[src/rtl/dac_serial_tx.sv]
// Dual-channel SPI-style DAC serialiser: one 16-bit frame per channel, MSB first, shared SCLK/SYNC_N.
// Optional build macro DAC_TX_PD_EN adds PD_MODE, which is carried in frame bits 13:12.
//   state | meaning
//   IDLE  | READY high, waiting for START
//   LEAD  | SYNC_N low, bit 15 on DIN, waiting for first SCLK fall
//   SHIFT | toggling SCLK, advancing DIN on each rising SCLK
//   GAP   | SYNC_N high for one half-period before READY/DONE
module dac_serial_tx #(
  parameter int CLK_DIV = 4
) (
  input  logic        CLK,
  input  logic        RESET_N,
`ifdef DAC_TX_PD_EN
  input  logic [1:0]  PD_MODE,
`endif
  input  logic [11:0] DATA_A,
  input  logic [11:0] DATA_B,
  input  logic        START,
  output logic        READY,
  output logic        DONE,
  output logic        SCLK,
  output logic        SYNC_N,
  output logic        DIN_A,
  output logic        DIN_B
);

  typedef enum logic [1:0] {IDLE, LEAD, SHIFT, GAP} state_t;

  localparam logic [7:0] HALF_LAST = 8'(CLK_DIV - 1);

  state_t      state, state_nxt;
  logic [7:0]  hcnt, hcnt_nxt;
  logic [4:0]  bit_cnt, bit_cnt_nxt;
  logic [15:0] sh_a, sh_a_nxt, sh_b, sh_b_nxt;
  logic        ready_nxt, done_nxt, sclk_nxt, sync_n_nxt;
  logic        tc, last_bit;
  logic [1:0]  pd_bits;
  logic [15:0] frame_a, frame_b;

`ifdef DAC_TX_PD_EN
  assign pd_bits = PD_MODE;
`else
  assign pd_bits = 2'b00;
`endif

  assign frame_a  = {2'b00, pd_bits, DATA_A};
  assign frame_b  = {2'b00, pd_bits, DATA_B};
  assign tc       = (hcnt == HALF_LAST);
  assign last_bit = (bit_cnt == 5'd15);
  assign DIN_A    = sh_a[15];
  assign DIN_B    = sh_b[15];

  always_ff @(posedge CLK) begin
    if (!RESET_N) begin
      state   <= IDLE;
      hcnt    <= '0;
      bit_cnt <= '0;
      sh_a    <= '0;
      sh_b    <= '0;
      READY   <= 1'b1;
      DONE    <= 1'b0;
      SCLK    <= 1'b1;
      SYNC_N  <= 1'b1;
    end else begin
      state   <= state_nxt;
      hcnt    <= hcnt_nxt;
      bit_cnt <= bit_cnt_nxt;
      sh_a    <= sh_a_nxt;
      sh_b    <= sh_b_nxt;
      READY   <= ready_nxt;
      DONE    <= done_nxt;
      SCLK    <= sclk_nxt;
      SYNC_N  <= sync_n_nxt;
    end
  end

  always_comb begin
    state_nxt = state;
    case (state)
      IDLE:    if (START) state_nxt = LEAD;
      LEAD:    if (tc) state_nxt = SHIFT;
      SHIFT:   if (tc && !SCLK && last_bit) state_nxt = GAP;
      GAP:     if (tc) state_nxt = IDLE;
      default: state_nxt = IDLE;
    endcase
  end

  // Next values of every registered output; the half-period counter free-runs outside IDLE.
  always_comb begin
    hcnt_nxt    = (state == IDLE || tc) ? 8'd0 : hcnt + 8'd1;
    bit_cnt_nxt = bit_cnt;
    sh_a_nxt    = sh_a;
    sh_b_nxt    = sh_b;
    ready_nxt   = READY;
    done_nxt    = 1'b0;
    sclk_nxt    = SCLK;
    sync_n_nxt  = SYNC_N;
    case (state)
      IDLE: begin
        if (START) begin
          ready_nxt   = 1'b0;
          sync_n_nxt  = 1'b0;
          sclk_nxt    = 1'b1;
          bit_cnt_nxt = 5'd0;
          sh_a_nxt    = frame_a;
          sh_b_nxt    = frame_b;
        end
      end
      LEAD: begin
        if (tc) begin
          sclk_nxt    = 1'b0;
          bit_cnt_nxt = 5'd0;
        end
      end
      SHIFT: begin
        if (tc) begin
          sclk_nxt = ~SCLK;
          if (!SCLK) begin
            if (last_bit) begin
              sync_n_nxt = 1'b1;
              sh_a_nxt   = '0;
              sh_b_nxt   = '0;
            end else begin
              sh_a_nxt    = {sh_a[14:0], 1'b0};
              sh_b_nxt    = {sh_b[14:0], 1'b0};
              bit_cnt_nxt = bit_cnt + 5'd1;
            end
          end
        end
      end
      GAP: begin
        if (tc) begin
          ready_nxt = 1'b1;
          done_nxt  = 1'b1;
        end
      end
      default: ;
    endcase
  end

endmodule

[config.mk]
export PLATFORM = sky130hd
export DESIGN_NAME = dac_serial_tx
export DESIGN_NICKNAME = d
export VERILOG_FILES = /design/src/rtl/dac_serial_tx.sv
export SDC_FILE = /design/constraint.sdc
export NUM_CORES = 1
export LEC_CHECK = 0
export BUFFER_PORTS_ARGS = -buffer_cell sky130_fd_sc_hd__buf_2
export CORE_MARGIN = 5
export CORE_UTILIZATION = 57
export DETAILED_ROUTE_END_ITERATION = 12
export PLACE_DENSITY = 0.88
export SLEW_MARGIN = 20
export SYNTH_ARGS = -nofsm -noshare
export SYNTH_HDL_FRONTEND = slang
export SYNTH_SLANG_ARGS = --single-unit
[constraint.sdc]
create_clock -name CLK -period 2.6 [get_ports CLK]
set_clock_uncertainty 0.15 [all_clocks]
set_input_delay 0.26 -clock CLK [delete_from_list [all_inputs] [get_ports CLK]]
set_output_delay 0.26 -clock CLK [all_outputs]
set_load 0.01 [all_outputs]
* Word level (Yosys, flattened, before mapping)
Index checks and enable logic that the tools add are counted.
Storage, ports and cells: bits in registers 51, input port bits 27, output and inout bits 6, logic and storage cells 75
Cells by class: add/subtract/negate cells 2, equality and inequality tests 13, multiplexer cells 33, bitwise logic cells 2, reduce and logical (&&, ||, !) cells 16
Operator list (count):
- $mux W16 | 8
- $pmux W16 S2 | 2
- $mux W5 | 5
- $ne A2 B2 Y1 const B | 8
- $pmux W5 S3 | 1
- $reduce_and A4 Y1 | 3
- $mux W1 | 9
- $add A8 B1 Y8 const B | 1
- $eq A8 B2 Y1 const B | 1
- $mux W2 | 4
- $pmux W2 S4 | 1
- $reduce_and A6 Y1 | 1
- $add A5 B1 Y5 const B | 1
- $eq A5 B4 Y1 const B | 1
- $reduce_and A5 Y1 | 1
- $eq A2 B2 Y1 const B | 2
- $pmux W1 S2 | 2
- $reduce_bool A2 Y1 | 2
- $pmux W1 S3 | 1
- $reduce_and A3 Y1 | 1
- $reduce_bool A3 Y1 | 1
- $eq A2 B1 Y1 const B | 1
- $logic_and A1 B1 Y1 | 2
- $logic_not A2 Y1 | 1
- other kinds (5) | 6

* Depth between registers and ports, before layout
Gate-level depths: netlist of the first run.
depth in word-level cells 5, depth in mapped cells 8, gate-level depth less buffers 7

* Worst setup path after synthesis of the first run
OpenSTA, ideal clock, no wires.
path kind register -> register, from register bit_cnt[0], to register bit_cnt[1], setup time 0.091 ns, data arrival time 1.865 ns, required time 2.359 ns, slack 0.494 ns, cell stages (with the launch flop) 9, path buffers 1, clock period less this slack 2.106 ns, cells stage by stage dfxtp_1 ha_1 and3_1 ha_1 and2b_1 buf_4 nor3b_2 nand3_1 a311oi_1
On the way: longest elaborated chain between the ends 5, elaborated cells on any way between the ends 8, classes of those cells add/sub (1); eq/ne (2); mux (4); reduce/logical (1)
RTL lines:
- from (decl) | line 33 | logic [4:0] bit_cnt, bit_cnt_nxt;
- from (signal assigned) | line 67 | bit_cnt <= bit_cnt_nxt;
- $add A5 B1 Y5 | line 126 | bit_cnt_nxt = bit_cnt + 5'd1;
- $mux W5 | line 119 | if (last_bit) begin
- $mux W5 | line 118 | if (!SCLK) begin
- $mux W5 | line 116 | if (tc) begin
- $pmux W5 S3 | line 98 | case (state)
Parallel ways exist; a longest one is shown, timed or not. The select of a mux whose other input is x is not followed. A chain may end at the register's enable or synchronous reset.

* Final worst setup path of the first run
from register bit_cnt[0], to register bit_cnt[4]
Same word-level chain as after synthesis.

==> summary.md, run 1 <==
| Metric | Value |
|---|---|
| Final Critical Period | `2.25 ns` |
| Max Slew Vio Count | `0` |
| CP endpoint kind | `register` |
| Clock root buffer | `clkbuf_8` |
| Syn Nets | `327` |
| Yosys warns | `0` |
| MaxCap Viol Count | `0` |
| DP HPWL | `3660 um` |
| Setup TNS | `0 ns` |
| Vias in the first global route | `2224` |
| RSZ-0062 raised after global routing | `false` |
| Least-Margin Pin Slew | `0.444 ns` |
| Setup crit start kind | `register` |
| Worst EP arrival | `2.34 ns` |
| Mapped Cells | `291` |
| Global route total overflow | `0` |
| Area of the multi-input gates | `0.00145 sq mm` |
| Die area | `0.00611 sq mm` |
| Post-CTS Setup Inserts | `0` |
| Final Power | `2.96 mW` |
| Synth-to-layout area growth | `9.11%` |
| Clk slew on worst S/H paths | `0.10 ns` |
| I/O pin total | `33` |
| Core box area | `0.00444 sq mm` |
| Htree depth | `2` |
| WS Path Type | `register to register` |
| Worst VDD drop | `514 uV` |
| Largest area contributor in the netlist | `dfxtp_1` |
| Routed Antenna Nets | `0` |
| Port bufs | `32` |
| Ranking of synthesized cells by area | `dfxtp_1, a311oi_1, nand3b_1, nand2b_1, a21oi_1` |
| Post-Syn Area per Cell | `9.11 sq um` |
| Die height | `78.2 um` |
| Largest net degree at the start of global routing | `48` |
| Initial antenna violation count | `0` |
| Fraction of synthesis flops using an asynchronous set or reset pin | `0` |
| Fraction of layout cells with a size suffix above 1 | `0.173` |
| Vias per Instance | `6.03` |
| EDFF count, synth | `0` |
| Top achievable clock speed | `0.444 GHz` |
| CTS buffer count | `5` |
| Tightest Hold Check Type | `primary input to register` |
| Final worst path period share | `0.866` |
| Normalized max-slew margin | `0.704` |
| Filler cell count | `364` |
| Sequential element share of the synthesized area | `0.385` |
| CP required | `2.68 ns` |
| Leakage power | `1.10 nW` |
| Top_reg_cell synth | `dfxtp_1` |
| Status | `finished, final reports clean` |
| CP Max Fanout | `6` |
| Die X | `78.2 um` |
| Clock latency at the later pin of the worst-skew pair | `0.32 ns` |
| Nets | `348` |
| Most Frequent Cell on Critical Path | `ha_1` |
| Initial DRC count | `188` |
| Finished Layout Cells | `365` |
| Maximum root-to-sink buffer count | `2` |
| 1st-pass router iterations | `5` |
| First-pass GRT wire length | `9740 um` |
| Clock tree from TritonCTS | `yes` |
| Final Setup Violations | `0` |
| Placed Area | `0.00277 sq mm` |
| Initial Utilization | `0.596` |
| Post-Layout Inst Area | `0.00289 sq mm` |
| Synth Cell Area | `0.00265 sq mm` |
| Crit-path slowest cell | `nor3b_2` |
| N_diodes | `0` |
| Num rows | `24` |
| Gr usage total | `0.193` |
| # placed instances | `357` |
| CP max stage delay | `0.39 ns` |
| Drt wl/cell | `15.2 um` |
| Routed wire length | `5530 um` |
| GP Congestion | `0.858` |
| Share of the synthesized area in the top cell type | `0.385` |
| # clock sinks | `51` |
| Pwr dens | `1020 mW/mm^2` |
| # hold bufs at CTS | `0` |
| DRC errors left | `0` |
| Post-CTS Resized | `0` |
| Yosys reg bits | `51` |
| Distinct cell type count after synthesis | `41` |
| FF/Latch Area | `0.00102 sq mm` |
| CP cell instances | `ha_1, and3_1, ha_1, and2b_1, nor3b_2, a31oi_1, a311oi_1` |
| Utilization after layout | `0.651` |
| DR vias | `2201` |
| Fin. Hold Viols | `0` |
## layout by cell type, fill, tap and decap left out, types with 2 or more instances in the layout
cell type  netlist  layout
nand3_1         20      20
nor2_1          12      12
and3_1           5       5
a21oi_1         28      28
buf_4            2       7
o21ai_0          5       5
nand2b_1        26      26
nor2b_1          2       2
nand2_1         15      15
mux2i_1          9       9
clkbuf_8         0       6
nand3b_1        22      22
dfxtp_1         51      51
a311oi_1        26      26
a31oi_1          5       5
buf_2            2      32
inv_1            6       6
xor2_1           5       5
ha_1             9       9
## logic make-up (layout without fill, tap and decap cells)
logic type | Yosys count | in the layout | share of synthesized area
adder cells (fa/ha/maj) | 9 | 9 | 0.0425
AND/OR/NAND/NOR | 112 | 112 | 0.257
multiplexers | 9 | 9 | 0.0340
flip-flops | 51 | 51 | 0.385
AO/OA/AOI/OAI | 72 | 72 | 0.192
buffers and inverters | 32 | 54 | 0.0694
XOR/XNOR | 6 | 6 | 0.0198
## Yosys cell counts (2+ instances only)
cell type	count
nor2b_1	2
mux2i_1	9
buf_2	2
and3_1	5
o21ai_0	5
buf_6	5
a31oi_1	5
nand3_1	20
a21oi_1	28
xor2_1	5
nand2_1	15
a311oi_1	26
dfxtp_1	51
buf_4	2
inv_1	6
nor2_1	12
clkbuf_1	15
ha_1	9
nand2b_1	26
nand3b_1	22
## critical path: cells and delay by family (launching register included)
family	cells	cell delay [ns]
DFF	1	0.34
and+or+nand+nor	3	0.81
AOI/OAI and AO/OA	2	0.39
adders and majority gates	2	0.47
## registers in the layout, indices dropped and copies added, names as in the netlist
| signal | cells |
|---|---|
| sh_a | 16 |
| sh_b | 16 |
| hcnt | 8 |
| bit_cnt | 5 |
| state | 2 |
| DONE | 1 |
| READY | 1 |
| SCLK | 1 |
| SYNC_N | 1 |
## layout make-up
cell class | instances | area share
multi-input combinational | 208 | 0.500
sequential | 51 | 0.353
timing repair buffer | 39 | 0.0736
clock buffer | 6 | 0.0286
tap | 52 | 0.0225
clock inverter | 2 | 0.0134
inverter | 7 | 0.00909
## through the flow
step                      setup WS (ns)  hold WS, ns
after detailed placement          0.375        0.294
after CTS                         0.361      0.00680
after floorplan                   0.494        0.240
final                             0.347      0.00138
after global routing              0.144       0.0352
after global placement            0.435        0.292
## per-layer routing
| layer | vias up | wire length (um) | track usage |
|---|---|---|---|
| met5 | - | 0 | 0 |
| met4 | 0 | 99 | 0.0699 |
| met3 | 12 | 348 | 0.0629 |
| met2 | 67 | 2600 | 0.309 |
| met1 | 1027 | 2480 | 0.243 |
| li1 | 1095 | - | - |
## power by group
part / total, mW / internal [mW] / switching, mW
Sequential: 1.06 / 0.954 / 0.101
Clock: 0.599 / 0.317 / 0.282
Combinational: 1.30 / 0.536 / 0.767
Total: 2.96 / 1.81 / 1.15
## worst paths after layout
| check | from | to | slack [ns] | cells after the start |
|---|---|---|---|---|
| setup reg to reg | bit_cnt[0] | bit_cnt[4] | 0.35 | 7 |
| setup / recovery | bit_cnt[0] | bit_cnt[4] | 0.35 | 7 |
| hold / removal | DATA_B[0] | sh_b[0] | 0.001 | 3 |
| hold reg to reg | sh_a[14] | sh_a[14] | 0.31 | 2 |
No activity file was read; power rests on OpenSTA's default activity.
==> run 2: changes to the inputs <==
- CORE_UTILIZATION: 57 -> 62
- PLACE_DENSITY: 0.88 -> 0.93
- clock period: 2.6 -> 2.85 ns (I/O delays scaled with it)
==> summary.md, run 2 (synthesis results as in run 1) <==
| Metric | Value |
|---|---|
| Fraction of layout cells with a size suffix above 1 | `0.159 (-0.0139)` |
| Vias per Instance | `6.06 (+0.47%)` |
| Core box area | `0.00406 sq mm (-8.7%)` |
| Maximum root-to-sink buffer count | `2 (unchanged)` |
| Synth-to-layout area growth | `6.89%` |
| RSZ-0062 raised after global routing | `false` |
| Hold Crit Endpoint | `sh_b[0]` |
| Vias in the first global route | `2057 (-7.5%)` |
| Initial DRC count | `225 (+20%)` |
| I/O pin total | `33 (unchanged)` |
| Commonest non-fill, non-tap cell in the layout | `dfxtp_1` |
| 1st-pass router iterations | `4 (-1)` |
| Die X | `75.4 um (-3.6%)` |
| Die height | `75.4 um (-3.6%)` |
| Setup TNS | `0 ns (unchanged)` |
| Final Power | `2.56 mW (-14%)` |
| # clock sinks | `51 (unchanged)` |
| Die area | `0.00568 sq mm (-7.1%)` |
| Biggest regs | `sh_a x16, sh_b x16, hcnt x8` |
| Clock latency at the later pin of the worst-skew pair | `0.31 ns (about the same)` |
| CTS buffer count | `5 (unchanged)` |
| Drt wl/cell | `15.0 um (-1.1%)` |
| Post-CTS Resized | `0 (unchanged)` |
| R2r startpoint | `bit_cnt[0]` |
| Stages on the worst setup path | `7 (unchanged)` |
| Htree depth | `2 (unchanged)` |
| DR vias | `2175 (-1.2%)` |
| Post-CTS Setup Inserts | `0 (unchanged)` |
| Pwr dens | `903 mW/mm^2 (-12%)` |
| Max Slew Vio Count | `0 (unchanged)` |
| Largest net degree at the start of global routing | `51 (+6.3%)` |
| Filler cell count | `310 (-15%)` |
| MaxCap Viol Count | `0 (unchanged)` |
| Status | `finished, final reports clean` |
| Final Critical Period | `2.47 ns (+0.212 ns)` |
| Clk slew on worst S/H paths | `0.09 ns (about the same)` |
| Worst VDD drop | `740 uV (+44%)` |
| Top achievable clock speed | `0.406 GHz (-8.6%)` |
| Routed Antenna Nets | `0 (unchanged)` |
| N_diodes | `0 (unchanged)` |
| Most frequent cells in the layout | `dfxtp_1, buf_2, a21oi_1` |
| First-pass GRT wire length | `9360 um (-4.0%)` |
| Worst EP arrival | `2.53 ns (+0.19 ns)` |
| Initial antenna violation count | `0 (unchanged)` |
| Least-Margin Pin Slew | `0.670 ns (+0.226 ns)` |
| Worst setup margin | `0.385 ns (+0.0376 ns)` |
| CP cell instances | `ha_1, and3_1, ha_1, and2b_1, nor3b_2, nand3_1, a311oi_1` |
| DP Worst Slack | `0.430 ns (+0.0552 ns)` |
| # hold bufs at CTS | `0 (unchanged)` |
| Critical R2R Capture | `bit_cnt[1]` |
| Critical path's top delay family | `simple AND/OR/NAND/NOR gates` |
| Fin. Hold Viols | `0 (unchanged)` |
| Nets | `344 (-1.1%)` |
| Clock tree from TritonCTS | `yes` |
| CP endpoint kind | `register` |
| Setup crit start kind | `register` |
| Final Setup Violations | `0 (unchanged)` |
| Crit-path slowest cell | `nor3b_2` |
| GR Util met2 | `0.318 (+0.00924)` |
| Tightest Hold Check Type | `primary input to register` |
| Initial Utilization | `0.653 (+0.0568)` |
| CP Max Fanout | `9 (+3)` |
| Leakage power | `1.07 nW (-3.0%)` |
| Hold Path Depth | `3 (unchanged)` |
| Met3 Use GR | `0.0396 (-0.0234)` |
| Normalized max-slew margin | `0.554 (-0.151)` |
| Port bufs | `32 (unchanged)` |
| CP required | `2.91 ns (+0.23 ns)` |
| Final worst path period share | `0.865 (-0.00147)` |
| WS Path Type | `register to register` |
| Bufs and invs on worst path | `0 (unchanged)` |
| Routing usage on met1 | `0.292 (+0.0494)` |
| R2r worst-path depth | `7 (unchanged)` |
| DP HPWL | `3560 um (-2.8%)` |
| Clock root buffer | `clkbuf_8` |
| Hold Slack | `0.0584 ns (+0.0570 ns)` |
| Global route total overflow | `0 (unchanged)` |
| DRC errors left | `0 (unchanged)` |
| Num rows | `23 (-4.2%)` |
| Routed wire length | `5380 um (-2.7%)` |
| Most Frequent Cell on Critical Path | `ha_1` |
| GP Congestion | `0.913 (+6.4%)` |
| Gr usage total | `0.210 (+0.0173)` |
| FF/Latch Area | `0.00102 sq mm (unchanged)` |
| Area of the multi-input gates | `0.00145 sq mm (unchanged)` |
| CP max stage delay | `0.40 ns (about the same)` |
| Slack of the worst reg-to-reg path | `0.38 ns (+0.04 ns)` |
| Worst hold start | `DATA_B[0]` |
| Most Crowded Layer GR | `met2` |
==> run 2: final cells by class <==
class / count / area share
Multi-Input combinational cell: 208 / 0.510
Clock buffer: 7 / 0.0305
Inverter: 7 / 0.00928
Tap cell: 50 / 0.0221
Clock inverter: 1 / 0.00309
Sequential cell: 51 / 0.360
Timing Repair Buffer: 35 / 0.0645
==> run 2: worst max-delay path by stage <==
stage                from         end
3_3_place_gp      hcnt[0]     sh_a[3]
3_5_place_dp   bit_cnt[0]  bit_cnt[1]
4_1_cts        bit_cnt[0]  bit_cnt[1]
5_1_grt        bit_cnt[0]  bit_cnt[0]
2_1_floorplan  bit_cnt[0]  bit_cnt[1]
6_report       bit_cnt[0]  bit_cnt[1]
==> run 2: worst min-delay path: cells and delay by family <==
family | cells | cell delay (ns)
and+or+nand+nor | 1 | 0.05
AOI/OAI and AO/OA | 1 | 0.07
buffers and inverters | 1 | 0.08
==> run 2: where the power goes <==
| group | leakage [nW] | total [mW] | switching, mW | internal, mW |
|---|---|---|---|---|
| Combinational | 0.603 | 1.16 | 0.695 | 0.462 |
| Sequential | 0.418 | 0.961 | 0.0901 | 0.870 |
| Clock | 0.0484 | 0.439 | 0.239 | 0.199 |
| Total | 1.07 | 2.56 | 1.02 | 1.53 |
==> run 2: through the flow <==
step                      cells  instance area [sq um]  utilization
after floorplan             291                   2650            -
after global placement      351                   2740        0.675
after detailed placement    351                   2740        0.675
after global routing        359                   2830        0.698
final                       359                   2830        0.698
after CTS                   359                   2830        0.698
==> run 2: routing by layer <==
metal	part of all wire	wire length (um)
met3	0.062	332
met2	0.46	2490
met4	0.018	95
met5	0	0
met1	0.46	2460
==> run 3: changes to the inputs <==
- RECOVER_POWER: unset -> 100
==> summary.md, run 3 (synthesis results as in run 1) <==
| Metric | Value |
|---|---|
| Status | `finished, final reports clean` |
| Port bufs | `32 (unchanged)` |
| DP HPWL | `3560 um (unchanged)` |
| R2r startpoint | `hcnt[0]` |
| CTS buffer count | `5 (unchanged)` |
| Clock tree from TritonCTS | `yes` |
| Die X | `75.4 um (unchanged)` |
| Fin. Hold Viols | `0 (unchanged)` |
| Filler cell count | `319 (+2.9%)` |
| Initial antenna violation count | `0 (unchanged)` |
| DR vias | `2192 (+0.78%)` |
| Vias per Instance | `6.11 (+0.78%)` |
| Final Critical Period | `2.50 ns (+0.0315 ns)` |
| Tightest Hold Check Type | `primary input to register` |
| I/O pin total | `33 (unchanged)` |
| Final Power | `2.52 mW (-1.3%)` |
| # clock sinks | `51 (unchanged)` |
| DRC errors left | `0 (unchanged)` |
| Post-CTS Setup Inserts | `0 (unchanged)` |
| Worst setup margin | `0.353 ns (-0.0315 ns)` |
| Hold Path Depth | `3 (unchanged)` |
| # hold bufs at CTS | `0 (unchanged)` |
| Largest net degree at the start of global routing | `51 (unchanged)` |
| Critical R2R Capture | `sh_b[14]` |
| Worst EP arrival | `2.58 ns (+0.05 ns)` |
| Num rows | `23 (unchanged)` |
| Initial DRC count | `200 (-11%)` |
| Clk slew on worst S/H paths | `0.09 ns (about the same)` |
| Gr usage total | `0.210 (unchanged)` |
| Least-Margin Pin Slew | `0.775 ns (+0.105 ns)` |
| Vias in the first global route | `2057 (unchanged)` |
| Die area | `0.00568 sq mm (unchanged)` |
| Maximum root-to-sink buffer count | `2 (unchanged)` |
| Worst hold start | `DATA_B[0]` |
| Max Slew Vio Count | `0 (unchanged)` |
| WS Path Type | `register to register` |
| 1st-pass router iterations | `5 (+1)` |
| Drt wl/cell | `14.9 um (-0.78%)` |
| GP Congestion | `0.913 (unchanged)` |
| RSZ-0062 raised after global routing | `false` |
| Fraction of layout cells with a size suffix above 1 | `0.136 (-0.0227)` |
| N_diodes | `0 (unchanged)` |
| CP Max Fanout | `32 (+23)` |
| Worst VDD drop | `736 uV (-0.59%)` |
| Slack of the worst reg-to-reg path | `0.35 ns (-0.03 ns)` |
| CP endpoint kind | `register` |
| Die height | `75.4 um (unchanged)` |
| Biggest regs | `sh_a x16, sh_b x16, hcnt x8` |
| Commonest non-fill, non-tap cell in the layout | `dfxtp_1` |
| Global route total overflow | `0 (unchanged)` |
| Setup crit start kind | `register` |
| DP Worst Slack | `0.430 ns (unchanged)` |
| Final worst path period share | `0.876 (+0.0110)` |
| Most frequent cells in the layout | `dfxtp_1, a21oi_1, nand2b_1, a311oi_1, buf_2` |
| Hold Crit Endpoint | `sh_b[0]` |
| Clock latency at the later pin of the worst-skew pair | `0.31 ns (about the same)` |
| First-pass GRT wire length | `9360 um (unchanged)` |
| MaxCap Viol Count | `0 (unchanged)` |
| Final Setup Violations | `0 (unchanged)` |
| Top achievable clock speed | `0.401 GHz (-1.3%)` |
| Post-CTS Resized | `0 (unchanged)` |
| Htree depth | `2 (unchanged)` |
| Routed Antenna Nets | `0 (unchanged)` |
| Initial Utilization | `0.653 (unchanged)` |
| Nets | `344 (unchanged)` |
| Synth-to-layout area growth | `5.95%` |
| Normalized max-slew margin | `0.483 (-0.0701)` |
| Setup TNS | `0 ns (unchanged)` |
| Core box area | `0.00406 sq mm (unchanged)` |
| R2r worst-path depth | `5 (-2)` |
| Routed wire length | `5340 um (-0.78%)` |
| Pwr dens | `899 mW/mm^2 (-0.41%)` |
| Leakage power | `1.05 nW (-2.2%)` |
| CP required | `2.93 ns (+0.02 ns)` |
| Clock root buffer | `clkbuf_8` |
-- run 3: changes by cell type in the layout (fill, tap and decap cells not counted) --
cell      change
a31o_4        -1
buf_2         -6
a221oi_1      +1
clkbuf_2      +1
a221oi_2      -1
a31o_2        +1
buf_4         -1
clkbuf_1      +6
-- run 3: final cells by class --
type                       count  area [sq um]  area share
clock buffer                   7          86.3      0.0307
tap                           50          62.6      0.0223
sequential                    51          1020       0.364
timing repair buffer          35           173      0.0615
clock inverter                 1          8.76     0.00312
multi-input combinational    208          1430       0.509
inverter                       7          26.3     0.00936
-- run 3: where the power goes --
part	internal, mW	switching, mW
Combinational	0.441	0.684
Clock	0.199	0.237
Sequential	0.871	0.0910
-- run 3: worst max-delay path by stage --
stage	start	end	depth (start not counted)
floorplan	bit_cnt[0]	bit_cnt[1]	8
global placement	hcnt[0]	sh_a[3]	5
detailed placement	bit_cnt[0]	bit_cnt[1]	7
CTS	bit_cnt[0]	bit_cnt[1]	7
global route	hcnt[0]	sh_b[14]	5
finish	hcnt[0]	sh_b[14]	5
-- run 3: worst max-delay path, stage by stage (launching register included) --
cell and delay (ns):
dfxtp_1 0.39, ha_1 0.31, nor4b_4 0.31, a31o_2 0.52
and2_4 0.48, mux2i_1 0.25
-- run 3: per-layer routing --
layer | vias to the layer above | wire [um] | global-route usage
li1 | 1099 | - | -
met1 | 1020 | 2390 | 0.292
met2 | 63 | 2520 | 0.318
met3 | 10 | 335 | 0.0396
met4 | 0 | 95 | 0.0913
met5 | - | 0 | 0
-- run 3: metrics by stage --
step,std cells,hold WS [ns],cell area [sq um],utilization
2_1_floorplan,291,0.265,2650,-
3_3_place_gp,351,0.293,2740,0.675
3_5_place_dp,351,0.294,2740,0.675
4_1_cts,359,0.0494,2830,0.698
5_1_grt,359,0.0754,2810,0.692
6_report,359,0.0606,2810,0.692
